==> src/rtl/mfp_ahb_lite_pkg.sv <==
// Shared AHB-Lite definitions for the command master.
//   htrans_e   : HTRANS codes (IDLE, BUSY, NONSEQ, SEQ)
//   size_e     : 2-bit transfer size codes (byte, half, word)
//   ahb_cmd_t  : one command record {write, addr, size, wdata}
//   norm_size  : maps size code 3 onto word
//   align_addr : clears the address bits below the transfer size
package mfp_ahb_lite_pkg;

    typedef enum logic [1:0] {
        HTRANS_IDLE   = 2'b00,
        HTRANS_BUSY   = 2'b01,
        HTRANS_NONSEQ = 2'b10,
        HTRANS_SEQ    = 2'b11
    } htrans_e;

    localparam logic [2:0] HBURST_SINGLE = 3'b000;

    typedef enum logic [1:0] {
        SIZE_BYTE = 2'd0,
        SIZE_HALF = 2'd1,
        SIZE_WORD = 2'd2
    } size_e;

    typedef struct packed {
        logic        write;
        logic [31:0] addr;
        logic [1:0]  size;
        logic [31:0] wdata;
    } ahb_cmd_t;

    function automatic logic [1:0] norm_size(logic [1:0] size);
        return (size == 2'd3) ? SIZE_WORD : size;
    endfunction

    function automatic logic [31:0] align_addr(logic [31:0] addr, logic [1:0] size);
        logic [31:0] a;
        a = addr;
        case (size)
            SIZE_HALF: a[0]   = 1'b0;
            SIZE_WORD: a[1:0] = 2'b00;
            default:   a      = addr;
        endcase
        return a;
    endfunction

endpackage

==> src/rtl/mfp_ahb_lite_lane_align.sv <==
// Byte-lane handling between the command stream and the AHB data buses.
// Purely combinational.
// Build option: MFP_AHB_MASTER_LANES_EN
//   defined   : write data replicated across lanes by size; read data shifted
//               down by the data-phase address and zero-extended to the size
//   undefined : both paths pass through unmodified
// Ports:
//   wr_size, wr_data_in -> wr_data_out           (command side, normalised size)
//   rd_size, rd_addr_lo, rd_data_in -> rd_data_out (data-phase side)
module mfp_ahb_lite_lane_align
    import mfp_ahb_lite_pkg::*;
(
    input  logic [1:0]  wr_size,
    input  logic [31:0] wr_data_in,
    output logic [31:0] wr_data_out,
    input  logic [1:0]  rd_size,
    input  logic [1:0]  rd_addr_lo,
    input  logic [31:0] rd_data_in,
    output logic [31:0] rd_data_out
);

`ifdef MFP_AHB_MASTER_LANES_EN
    logic [31:0] rd_shifted;

    always_comb begin
        case (wr_size)
            SIZE_BYTE: wr_data_out = {4{wr_data_in[7:0]}};
            SIZE_HALF: wr_data_out = {2{wr_data_in[15:0]}};
            default:   wr_data_out = wr_data_in;
        endcase

        rd_shifted = rd_data_in >> {rd_addr_lo, 3'b000};
        case (rd_size)
            SIZE_BYTE: rd_data_out = {24'h0, rd_shifted[7:0]};
            SIZE_HALF: rd_data_out = {16'h0, rd_shifted[15:0]};
            default:   rd_data_out = rd_shifted;
        endcase
    end
`else
    assign wr_data_out = wr_data_in;
    assign rd_data_out = rd_data_in;

    // Lane controls have no effect in the pass-through build.
    logic unused_lane_ctrl;
    assign unused_lane_ctrl = ^{wr_size, rd_size, rd_addr_lo};
`endif

endmodule

==> src/rtl/mfp_ahb_lite_cmd_master.sv <==
// AHB-Lite initiator: valid/ready command stream -> single NONSEQ transfers,
// with pipelined address and data phases (one command per cycle, zero-wait).
// Build option: MFP_AHB_MASTER_LANES_EN (byte-lane replication / extraction,
// see mfp_ahb_lite_lane_align).
// Ports:
//   HCLK, HRESETn                      clock, async active-low reset
//   cmd_valid/cmd_ready/cmd_*          command stream in
//   rsp_valid/rsp_rdata/rsp_err        one-cycle in-order response pulse
//   busy                               any command in flight or held
//   H*                                 AHB-Lite initiator interface
module mfp_ahb_lite_cmd_master
    import mfp_ahb_lite_pkg::*;
#(
    parameter logic [3:0] HPROT_VAL = 4'b0011
) (
    input  logic        HCLK,
    input  logic        HRESETn,
    input  logic        cmd_valid,
    output logic        cmd_ready,
    input  logic        cmd_write,
    input  logic [31:0] cmd_addr,
    input  logic [1:0]  cmd_size,
    input  logic [31:0] cmd_wdata,
    output logic        rsp_valid,
    output logic [31:0] rsp_rdata,
    output logic        rsp_err,
    output logic        busy,
    output logic [31:0] HADDR,
    output logic [2:0]  HBURST,
    output logic        HMASTLOCK,
    output logic [3:0]  HPROT,
    output logic [2:0]  HSIZE,
    output logic [1:0]  HTRANS,
    output logic [31:0] HWDATA,
    output logic        HWRITE,
    input  logic [31:0] HRDATA,
    input  logic        HREADY,
    input  logic        HRESP
);

    logic        ap_valid;
    logic [31:0] ap_wdata;
    logic        dp_valid;
    logic        dp_write;
    logic [1:0]  dp_addr_lo;
    logic [1:0]  dp_size;
    logic        hold_valid;
    ahb_cmd_t    hold_cmd;

    logic [1:0]  cmd_size_n;
    logic [31:0] lane_wdata;
    logic [31:0] lane_rdata;
    ahb_cmd_t    new_cmd;
    ahb_cmd_t    ap_cmd;
    ahb_cmd_t    ap_load_cmd;
    logic        err_first;
    logic        accept;
    logic        ap_load;

    mfp_ahb_lite_lane_align u_lane_align (
        .wr_size     (cmd_size_n),
        .wr_data_in  (cmd_wdata),
        .wr_data_out (lane_wdata),
        .rd_size     (dp_size),
        .rd_addr_lo  (dp_addr_lo),
        .rd_data_in  (HRDATA),
        .rd_data_out (lane_rdata)
    );

    assign cmd_size_n  = norm_size(cmd_size);
    assign new_cmd     = {cmd_write, align_addr(cmd_addr, cmd_size_n), cmd_size_n, lane_wdata};
    assign ap_cmd      = {HWRITE, HADDR, HSIZE[1:0], ap_wdata};
    assign ap_load_cmd = hold_valid ? hold_cmd : new_cmd;

    // First cycle of a two-cycle ERROR response.
    assign err_first = dp_valid & HRESP & ~HREADY;
    assign cmd_ready = (HREADY | ~ap_valid) & ~hold_valid & ~err_first;
    assign accept    = cmd_valid & cmd_ready;

    // A held command always wins over a new one; an empty address phase may
    // be filled during a wait state.
    assign ap_load = HREADY ? (hold_valid | accept) : (~err_first & ~ap_valid & accept);

    assign HTRANS    = ap_valid ? HTRANS_NONSEQ : HTRANS_IDLE;
    assign HBURST    = HBURST_SINGLE;
    assign HMASTLOCK = 1'b0;
    assign HPROT     = HPROT_VAL;
    assign busy      = ap_valid | dp_valid | hold_valid;

    always_ff @(posedge HCLK or negedge HRESETn) begin
        if (!HRESETn) begin
            ap_valid   <= 1'b0;
            HADDR      <= '0;
            HWRITE     <= 1'b0;
            HSIZE      <= '0;
            ap_wdata   <= '0;
            dp_valid   <= 1'b0;
            dp_write   <= 1'b0;
            dp_addr_lo <= '0;
            dp_size    <= '0;
            HWDATA     <= '0;
            hold_valid <= 1'b0;
            hold_cmd   <= '0;
            rsp_valid  <= 1'b0;
            rsp_err    <= 1'b0;
            rsp_rdata  <= '0;
        end else begin
            // Address phase
            if (ap_load) begin
                ap_valid <= 1'b1;
                HADDR    <= ap_load_cmd.addr;
                HWRITE   <= ap_load_cmd.write;
                HSIZE    <= {1'b0, ap_load_cmd.size};
                ap_wdata <= ap_load_cmd.wdata;
            end else if (HREADY || err_first) begin
                ap_valid <= 1'b0;
            end

            // Cancelled address phase is parked and re-issued after the error
            if (err_first) begin
                hold_valid <= ap_valid;
                hold_cmd   <= ap_cmd;
            end else if (HREADY) begin
                hold_valid <= 1'b0;
            end

            // Data phase
            if (HREADY) begin
                dp_valid   <= ap_valid;
                dp_write   <= HWRITE;
                dp_addr_lo <= HADDR[1:0];
                dp_size    <= HSIZE[1:0];
                HWDATA     <= ap_wdata;
            end

            // Response
            rsp_valid <= HREADY & dp_valid;
            rsp_err   <= HREADY & dp_valid & HRESP;
            rsp_rdata <= (HREADY && dp_valid && !dp_write) ? lane_rdata : 32'h0;
        end
    end

endmodule

==> config.mk <==
export PLATFORM = sky130hd
export DESIGN_NAME = mfp_ahb_lite_cmd_master
export DESIGN_NICKNAME = d
export VERILOG_FILES = /design/src/rtl/mfp_ahb_lite_pkg.sv /design/src/rtl/mfp_ahb_lite_lane_align.sv /design/src/rtl/mfp_ahb_lite_cmd_master.sv
export SDC_FILE = /design/constraint.sdc
export NUM_CORES = 1
export LEC_CHECK = 0
export CORE_MARGIN = 4
export CORE_UTILIZATION = 51
export DETAILED_ROUTE_END_ITERATION = 6
export PLACE_DENSITY = 0.86
export SLEW_MARGIN = 20
export SYNTH_ARGS = -nofsm -noshare
export SYNTH_HDL_FRONTEND = slang
export SYNTH_HIERARCHICAL = 1
export SYNTH_SLANG_ARGS = --single-unit
==> constraint.sdc <==
create_clock -name HCLK -period 2.2 [get_ports HCLK]
set_input_delay 0.55 -clock HCLK [delete_from_list [all_inputs] [get_ports HCLK]]
set_output_delay 0.55 -clock HCLK [all_outputs]
set_load 0.03 [all_outputs]
==> results.json <==
{
  "required_ns": 1.65,
  "r2r_slack_ns": 0.44,
  "min_period_ns": 2.16,
  "insertedDiodeCount": 0,
  "placedCellCount": 1166,
  "critPathTopFamily": "buffers and inverters",
  "start_util_pct": 52.4,
  "critPathCaptureType": "primary output",
  "synth_area_sq_mm": 0.00947,
  "syn_inst": 844,
  "pre_cts_slack_ns": -0.0595,
  "cp_cell_sequence": "clkdlybuf4s50_1",
  "r2r-start": "hold_valid",
  "cts_buffer_depth": 3,
  "ir_drop_mv": 0.762,
  "finalCritPeriodShare_pct": 98.2,
  "crit_type": "reg -> out",
  "tightest_slew_ns": 0.581,
  "root_buffer": "clkbuf_16",
  "cts_sinks": 204,
  "p_leak_nw": 5.55,
  "clock-skew-final_ns": 0.0251,
  "die_h_microns": 144,
  "hold_violations": 0,
  "drv_cap": 0,
  "yosysWarnings": 6,
  "stdcell_count": 1207,
  "grt_overflow": 0,
  "wl_microns": 23100,
  "clock_latency_ns": 0.51,
  "reg2reg_depth": 5,
  "clkTransAtPathRegs_ns": 0.06,
  "vias": 6941,
  "rsz0062_at_grt": "false",
  "die_w_microns": 144,
  "nNetsFinal": 1067,
  "worstHoldStart": "HREADY",
  "path_max_fanout": 4,
  "crit_slowest_cell": "clkdlybuf4s50_1",
  "max_stage_delay_ns": 0.69,
  "slew-limit-headroom_pct": 61.2,
  "outcome": "complete, no violations",
  "crit_path_start_kind": "flip-flop",
  "worstHoldEndpoint": "hold_valid",
  "ioPinCount": 218,
  "final_cell_mix": "203 x dfrtp_1, 190 x clkdlybuf4s50_1, 127 x nor3_1",
  "drive_gt1_share_pct": 17.7,
  "cts_tree": "yes",
  "cts_setup_buffers": 0,
  "min_path_cells": 2,
  "antenna_found_initial": 0,
  "min_path_type": "in -> reg",
  "setup_slack_ns": 0.0394,
  "design.core.area_sq_mm": 0.0181,
  "rows": 49,
  "firstDrtPassIters": 4,
  "drc_errors": 0,
  "grt_max_degree": 125,
  "area_growth_syn_to_layout_pct": 28.0,
  "r2r-end": "ap_wdata[18]",
  "power_density_mw_per_mm2": 1190,
  "syn_avg_cell_area_sq_um": 11.2,
  "die_area_sq_mm": 0.0208,
  "drt_iter0_markers": 338,
  "fmax_mhz": 463,
  "cts_max_level": 1,
  "final_common_cell": "dfrtp_1",
  "grt_util_all_layers_pct": 21.8,
  "setup_viol": 0,
  "maxSlewViolCount": 0,
  "cts_buffers": 23,
  "routedWlPerCell_microns": 19.1,
  "grt_pass1_vias": 7156,
  "crit_buf_inv": 1,
  "port_buffers": 207,
  "hpwl_microns": 14600,
  "ant_nets": 0,
  "crit_arrival_ns": 1.61,
  "grt_pass1_wl_microns": 36800,
  "place.gp.congestion": 0.742,
  "viasPerCell": 5.75
}
worst reg2reg max path, delay by kind of cell, from the launching register on:
family          cells  cell delay, ns
compound gates      1            0.22
buf+inv             2            0.61
flops               1            0.38
simple gates        2            0.45
power by group:
| part | switching, mW | total [mW] | leakage (nW) | internal (mW) |
|---|---|---|---|---|
| logic | 2.43 | 4.67 | 2.78 | 2.24 |
| registers | 0.923 | 6.02 | 2.41 | 5.10 |
| clock network | 1.44 | 3.77 | 0.363 | 2.33 |
| total | 4.80 | 14.5 | 5.55 | 9.67 |
metrics by stage:
stage                     TNS [ns]  util (%)  area, sq um  hold slack (ns)  total power, mW
after floorplan                  0         -         9500            0.254             8.80
after global placement           0      62.8        11400            0.464             10.6
after detailed placement    -0.285      62.8        11400            0.492             10.8
after CTS                        0      66.9        12100            0.359             14.6
after global routing             0      67.0        12100            0.384             15.2
final                            0      67.0        12100            0.388             14.5
what timing repair did:
| action | CTS | global route |
|---|---|---|
| hold endpoints to repair | 38 | 0 |
| hold buffers | 1 | 0 |
| setup endpoints to repair | 7 | 6 |
| gates resized for setup | 9 | 6 |
worst max-delay path by stage:
stage,from,end,slack (ns),depth (start not counted)
after detailed placement,HRESP,ap_wdata[15],-0.06,6
final,HSIZE[1],HSIZE[1],0.04,1
after CTS,HADDR[14],HADDR[14],0.02,1
after global placement,HRESP,cmd_ready,0.02,5
after global routing,ap_valid,busy,0.002,2
after floorplan,HREADY,cmd_ready,0.06,5
metal layers:
| layer | track usage (%) | vias up | wire (microns) |
|---|---|---|---|
| li1 | - | 3181 | - |
| met1 | 27.6 | 3476 | 9130 |
| met2 | 37.2 | 253 | 11600 |
| met3 | 6.38 | 31 | 1960 |
| met4 | 5.01 | 0 | 368 |
| met5 | 0 | - | 0 |
flip-flops by register name, summed over array words and instances (netlist names):
signal      count
hold_cmd       67
HWDATA         32
hold_valid      1
rsp_rdata      32
HSIZE           2
HADDR          32
ap_wdata       32
ap_valid        1
rsp_err         1
rsp_valid       1
dp_valid        1
HWRITE          1
dp_write        1
layout make-up:
class	count	area, sq um
fillers	1312	5970
flip-flops and latches	204	5110
clock buffers	37	678
well taps	229	287
inverters	3	11.3
clock inverters	3	68.8
multi-input cells	495	3510
repair buffers	236	2460
No activity file was read; power rests on OpenSTA's default activity.
